$ cat src/rtl/branch_predictor_pkg.sv
// rtl/branch_predictor_pkg.sv - shared opcode constants, widths and update actions for the branch predictor
package branch_predictor_pkg;

    localparam int BP_DBITS = 16;

    localparam logic [3:0] OP1_BEQ = 4'h8;
    localparam logic [3:0] OP1_BNE = 4'h9;
    localparam logic [3:0] OP1_JMP = 4'hA;

    typedef enum logic [1:0] {
        ACT_NONE  = 2'd0,
        ACT_HIT   = 2'd1,
        ACT_ALLOC = 2'd2,
        ACT_FLUSH = 2'd3
    } upd_action_e;

    function automatic logic is_ctrl_op(input logic [3:0] op);
        return (op == OP1_BEQ) || (op == OP1_BNE) || (op == OP1_JMP);
    endfunction

endpackage

$ cat src/rtl/sat_counter.sv
// rtl/sat_counter.sv - up/down saturating counter with force-max and load, resets to weakly not-taken
module sat_counter #(
    parameter int WIDTH = 2
) (
    input  logic             clk,
    input  logic             rst_n,
    input  logic             inc,
    input  logic             dec,
    input  logic             force_max,
    input  logic             load,
    input  logic [WIDTH-1:0] load_value,
    output logic [WIDTH-1:0] count
);

    localparam logic [WIDTH-1:0] MAX_VALUE   = {WIDTH{1'b1}};
    localparam logic [WIDTH-1:0] RESET_VALUE = MAX_VALUE >> 1;

    always_ff @(posedge clk or negedge rst_n) begin
        if (!rst_n) begin
            count <= RESET_VALUE;
        end else if (load) begin
            count <= load_value;
        end else if (force_max) begin
            count <= MAX_VALUE;
        end else if (inc) begin
            if (count != MAX_VALUE) begin
                count <= count + 1'b1;
            end
        end else if (dec) begin
            if (count != '0) begin
                count <= count - 1'b1;
            end
        end
    end

endmodule

$ cat src/rtl/branch_predictor.sv
// rtl/branch_predictor.sv - direct-mapped branch target buffer with saturating direction counters
module branch_predictor
    import branch_predictor_pkg::*;
#(
    parameter int DBITS    = BP_DBITS,
    parameter int IDXBITS  = 4,
    parameter int CTRBITS  = 2,
    parameter int STATBITS = 16
) (
    input  logic                CLK,
    input  logic                RESET_N,
    input  logic [DBITS-1:0]    LK_PC,
    output logic                PRED_TAKEN,
    output logic [DBITS-1:0]    PRED_TARGET,
    input  logic                UPD_VALID,
    input  logic [DBITS-1:0]    UPD_PC,
    input  logic                UPD_ISJMP,
    input  logic                UPD_TAKEN,
    input  logic [DBITS-1:0]    UPD_TARGET,
    input  logic                INV,
    output logic [STATBITS-1:0] UPD_CNT,
    output logic [STATBITS-1:0] MISP_CNT
);

    localparam int ENTRIES = 1 << IDXBITS;
    localparam int TAGBITS = DBITS - IDXBITS - 1;

    logic [ENTRIES-1:0] valid;
    logic [TAGBITS-1:0] tags    [ENTRIES];
    logic [DBITS-1:0]   targets [ENTRIES];
    logic [CTRBITS-1:0] ctrs    [ENTRIES];

    logic [IDXBITS-1:0] lk_idx;
    logic [TAGBITS-1:0] lk_tag;
    logic               lk_hit;

    logic [IDXBITS-1:0] up_idx;
    logic [TAGBITS-1:0] up_tag;
    logic               up_hit;
    logic               up_pred_taken;
    logic               mispredict;
    logic [CTRBITS-1:0] alloc_ctr;
    upd_action_e        action;

    // Instructions are 2 bytes, so bit 0 never takes part in indexing or tagging.
    logic unused_upd_pc_lsb;
    assign unused_upd_pc_lsb = UPD_PC[0];

    assign lk_idx = LK_PC[IDXBITS:1];
    assign lk_tag = LK_PC[DBITS-1:IDXBITS+1];
    assign lk_hit = valid[lk_idx] && (tags[lk_idx] == lk_tag);

    assign PRED_TAKEN  = lk_hit && ctrs[lk_idx][CTRBITS-1];
    assign PRED_TARGET = PRED_TAKEN ? targets[lk_idx] : LK_PC + DBITS'(2);

    assign up_idx        = UPD_PC[IDXBITS:1];
    assign up_tag        = UPD_PC[DBITS-1:IDXBITS+1];
    assign up_hit        = valid[up_idx] && (tags[up_idx] == up_tag);
    assign up_pred_taken = up_hit && ctrs[up_idx][CTRBITS-1];

    assign mispredict = (up_pred_taken != UPD_TAKEN) ||
                        (up_pred_taken && UPD_TAKEN && (targets[up_idx] != UPD_TARGET));

    // Fresh conditional branches start weakly taken; jumps start strongly taken.
    assign alloc_ctr = UPD_ISJMP ? {CTRBITS{1'b1}} : {1'b1, {(CTRBITS-1){1'b0}}};

    // Invalidate takes priority over any table write from a concurrent update.
    always_comb begin
        action = ACT_NONE;
        if (INV) begin
            action = ACT_FLUSH;
        end else if (UPD_VALID && up_hit) begin
            action = ACT_HIT;
        end else if (UPD_VALID && UPD_TAKEN) begin
            action = ACT_ALLOC;
        end
    end

    always_ff @(posedge CLK or negedge RESET_N) begin
        if (!RESET_N) begin
            valid <= '0;
            for (int i = 0; i < ENTRIES; i++) begin
                tags[i]    <= '0;
                targets[i] <= '0;
            end
        end else begin
            case (action)
                ACT_FLUSH: valid <= '0;
                ACT_HIT: begin
                    if (UPD_TAKEN) begin
                        targets[up_idx] <= UPD_TARGET;
                    end
                end
                ACT_ALLOC: begin
                    valid[up_idx]   <= 1'b1;
                    tags[up_idx]    <= up_tag;
                    targets[up_idx] <= UPD_TARGET;
                end
                default: ;
            endcase
        end
    end

    for (genvar i = 0; i < ENTRIES; i++) begin : g_entry
        logic sel;
        assign sel = (up_idx == IDXBITS'(i));

        sat_counter #(
            .WIDTH(CTRBITS)
        ) u_ctr (
            .clk        (CLK),
            .rst_n      (RESET_N),
            .inc        (sel && (action == ACT_HIT) && UPD_TAKEN),
            .dec        (sel && (action == ACT_HIT) && !UPD_TAKEN),
            .force_max  (sel && (action == ACT_HIT) && UPD_ISJMP),
            .load       (sel && (action == ACT_ALLOC)),
            .load_value (alloc_ctr),
            .count      (ctrs[i])
        );
    end

    // Statistics count every update, including ones whose table write is suppressed.
    always_ff @(posedge CLK or negedge RESET_N) begin
        if (!RESET_N) begin
            UPD_CNT  <= '0;
            MISP_CNT <= '0;
        end else if (UPD_VALID) begin
            if (UPD_CNT != {STATBITS{1'b1}}) begin
                UPD_CNT <= UPD_CNT + 1'b1;
            end
            if (mispredict && (MISP_CNT != {STATBITS{1'b1}})) begin
                MISP_CNT <= MISP_CNT + 1'b1;
            end
        end
    end

endmodule
$ cat config.mk
export PLATFORM = sky130hd
export DESIGN_NAME = branch_predictor
export DESIGN_NICKNAME = d
export VERILOG_FILES = /design/src/rtl/branch_predictor_pkg.sv /design/src/rtl/sat_counter.sv /design/src/rtl/branch_predictor.sv
export SDC_FILE = /design/constraint.sdc
export NUM_CORES = 1
export LEC_CHECK = 0
export CORE_ASPECT_RATIO = 0.5
export CORE_MARGIN = 10
export CORE_UTILIZATION = 62
export CTS_CLUSTER_DIAMETER = 50
export DETAILED_ROUTE_END_ITERATION = 7
export GPL_TIMING_DRIVEN = 0
export MAX_ROUTING_LAYER = met4
export PLACE_DENSITY = 0.81
export SLEW_MARGIN = 0
export SYNTH_ARGS = -nofsm -noshare
export SYNTH_HDL_FRONTEND = slang
export SYNTH_SLANG_ARGS = --single-unit
$ cat constraint.sdc
create_clock -name CLK -period 5.93 [get_ports CLK]
set_input_delay 1.186 -clock CLK [delete_from_list [all_inputs] [get_ports CLK]]
set_output_delay 1.186 -clock CLK [all_outputs]
set_load 0.03 [all_outputs]
==> metrics.txt <==
outcome=complete, but fails checks; failing checks=setup timing; r2r setup slk=780 ps; grt ovf=0; drt pass-1 iters=6; CP arrival=6530 ps; row count=55; Synth area leaders=dfrtp_1, mux2_2, mux4_2; Max VDD drop=236 uV; Seq cells post-synth=512; CORE AREA=45600 um^2; DRT iter0 DRCs=about 3500; fin crit period=6050 ps; final worst slack=-124 ps; Worst path max stage delay=830 ps; switching portion of total power=0.293; share of the synthesized area in the top cell type=0.431; DRC viols=0; die footprint=56000 um^2; worst slew pin tran=1450 ps; Worst Skew=26.0 ps; starting density of the core=0.632; Final setup viols=7; routed vias=22233; GRT Resource Usage Total=0.355; ordered cell list for the critical path=buf_2 > buf_2 > buf_2 > buf_1 > clkbuf_1 > buf_2 > nand3_1 > nor2_4 > clkbuf_1 > mux2_2; CP dominant cell by count=buf_2; worst path required time=6410 ps; Bufs on Longest Clock Path=3; sequential fraction of the synthesis area=0.445; Root Buffer=clkbuf_16; largest area contributor in the netlist=dfrtp_1; worst slack at placement=-2170 ps; Worst Hold Launch=MISP_CNT[11]$_DFFE_PN0P_; nets@finish=2407; main flop type after synthesis=dfrtp_1; final hold vios=0; Final GP Congestion=1.00; Worst Hold Depth=1; Max Slew Vio Count=0; via/cell ratio=7.36; worst r2r src=tags[46]$_DFFE_PN0P_; Final period util=1.02; Max Fclk=0.165 GHz; Worst Setup End Kind=flip-flop; EDFF count, synth=0; Critical Path Fanout Max=10; Synth Warn #=0; Top Ports=103; Setup CP Type=input port to flip-flop; CP max-delay cell=clkbuf_1; Mapped Area=28800 um^2; Flop pwr share=0.447; r2r worst-path depth=11; clock latency on the worst-skew pair=approximately 600 ps; FF/Latch Area=~13000 um^2; Min-Delay Endpoint=MISP_CNT[11]$_DFFE_PN0P_; fraction of layout cells with a size suffix above 1=0.376; maxcap violations=0; clk sinks=512; vias in the first global route=22355; syn avg cell area=13.1 um^2; Hold Path Class=flip-flop to flip-flop; first-pass GRT wire length=roughly 140 mm; fillers=3066; final wirelength=~98 mm; syn nets=about 2300; Routed Antenna Nets=0; Post-Synthesis Cells=2195; Die Wd=between 300 and 400 um; final core occ=0.720; Clock Power Share=0.351; clock transition at the registers of the reported paths=about 70 ps; TritonCTS Buffers=48; pwr dens=297 nW/um^2; async set-reset flop share out of synthesis=1.00; Leakage=14.2 nW; Worst slew margin=0.0298; DR WL/cell=between 30 and 40 um; antenna violations before repair=4; area taken by multi-input logic gates=15100 um^2; Logic pwr share=0.203; largest net degree at the start of global routing=between 100 and 150; critical path launch point type=input port; H-tree levels=2; chip height=172 um; Layout area overhead=13.8%; Synth cell types=74; Sw Pwr=0.00285 W; worst reg2reg endpoint=MISP_CNT[1]$_DFFE_PN0P_; dpl hpwl=64.8 mm; internal power=0.00688 W; Port-buffer cells=90; CTS tree=built
[power groups by stage]
stage / sequential (W) / clock [W] / combinational, W
after floorplan: 0.00433 / 0 / 0.00124
after global routing: 0.00439 / 0.00355 / 0.00208
after global placement: 0.00435 / 0 / 0.00183
after CTS: 0.00432 / 0.00339 / 0.00193
after detailed placement: 0.00438 / 0 / 0.00189
final: 0.00435 / 0.00342 / 0.00197
[cell usage in the layout, fill, tap and decap left out, drive strengths merged, types with 10 or more instances in the layout]
master	n
a21oi	42
nand4	25
clkinv	16
xor2	19
xnor2	55
clkbuf	174
nand3	36
nor3	21
o21ai	47
nor4	14
nor2b	10
mux2	444
nand2	113
o31ai	10
mux2i	86
a211oi	16
inv	29
a31oi	17
dfstp	16
nor2	107
clkdlybuf4s50	71
dfrtp	496
mux4	210
and2	12
and3	14
o211ai	19
a22oi	34
buf	90
or3	12
[state kept, by name (all words and copies together), names as in the netlist]
name                 cells
MISP_CNT                16
UPD_CNT                 16
g_entry.u_ctr.count     32
tags                   176
targets                256
valid                   16
[worst max path at each step]
stage               startpoint                endpoint  slack, ps  depth (start not counted)
finish               UPD_PC[3]    tags[26]$_DFFE_PN0P_       -120                         10
global route          LK_PC[1]          PRED_TARGET[6]         -5                         12
CTS                  UPD_PC[3]    tags[28]$_DFFE_PN0P_         20                         10
detailed placement    LK_PC[1]         PRED_TARGET[10]      -2170                         10
global placement       RESET_N  UPD_CNT[9]$_DFFE_PN0P_     -19110                          1
floorplan             LK_PC[1]          PRED_TARGET[1]        350                         10
[worst max-delay path, delay by kind of cell]
kind | cells | cell delay [ps]
buffers and inverters | 7 | 3510
muxes | 1 | 420
and+or+nand+nor | 2 | 1380
[stage by stage]
stage	TNS, ps	std cells	instance area [um^2]	hold slack (ps)	power (W)
2_1_floorplan	0	2195	28800	461	0.00556
3_3_place_gp	-9690910	2912	30500	473	0.00618
3_5_place_dp	-53340	2918	30600	480	0.00626
4_1_cts	0	3014	32700	491	0.00965
5_1_grt	-10.2	3021	32800	513	0.0100
6_report	-752	3022	32800	483	0.00974
[cell families (layout without fill, tap and decap cells)]
kind of cell | Yosys count | count (layout) | synth area share
muxes | 740 | 740 | 0.368
DFF | 512 | 512 | 0.445
and+or+nand+nor | 395 | 395 | 0.0664
AOI/OAI and AO/OA | 260 | 260 | 0.0629
buffers and inverters | 210 | 404 | 0.0334
xor gates and xnor gates | 74 | 74 | 0.0225
adders and majority gates | 4 | 4 | 0.00174
other | 0 | 6 | 0
[cell type report]
class                   instances  share of cell area
diodes                          6            0.000458
plain buffers                 184              0.0342
clock buffers                  64              0.0422
clock inverters                26             0.00958
inverters                      26             0.00298
multi-input cells            1473               0.461
flip-flops and latches        512               0.391
well taps                     627              0.0239
repair buffers                104              0.0342
[synthesized netlist by cell type (8+ instances only)]
cell / count
a211oi_1: 15
a21oi_1: 42
a22oi_1: 34
a311oi_1: 8
a31oi_1: 17
and2_1: 10
and3_1: 14
buf_1: 10
buf_2: 39
buf_4: 15
buf_6: 9
clkbuf_1: 111
dfrtp_1: 496
dfstp_2: 16
inv_1: 26
mux2_2: 443
mux2i_1: 86
mux4_2: 210
nand2_1: 112
nand3_1: 36
nand4_1: 25
nor2_1: 107
nor2b_1: 10
nor3_1: 21
nor4_1: 12
o2111ai_1: 8
o211ai_1: 19
o21ai_0: 44
o31ai_1: 10
or3_1: 12
xnor2_1: 55
xor2_1: 19
[routing by layer]
layer | wire length (um) | global-route usage | part of all wire | vias up
met5 | 0 | - | 0 | -
met1 | 35500 | 0.434 | 0.36 | 11258
met3 | 13800 | 0.125 | 0.14 | 449
met2 | 42700 | 0.518 | 0.44 | 1826
met4 | 5720 | 0.192 | 0.058 | 0
li1 | - | - | - | 8700
[timing repair]
| action | in CTS | in global routing |
|---|---|---|
| setup buffers | 5 | 1 |
| pin swaps | 1 | 2 |
| gates cloned | 1 | 0 |
| hold buffers | 0 | 0 |
| resized for setup | 147 | 15 |
| setup endpoints to repair | 27 | 30 |
(Power assumes the default switching activity.)
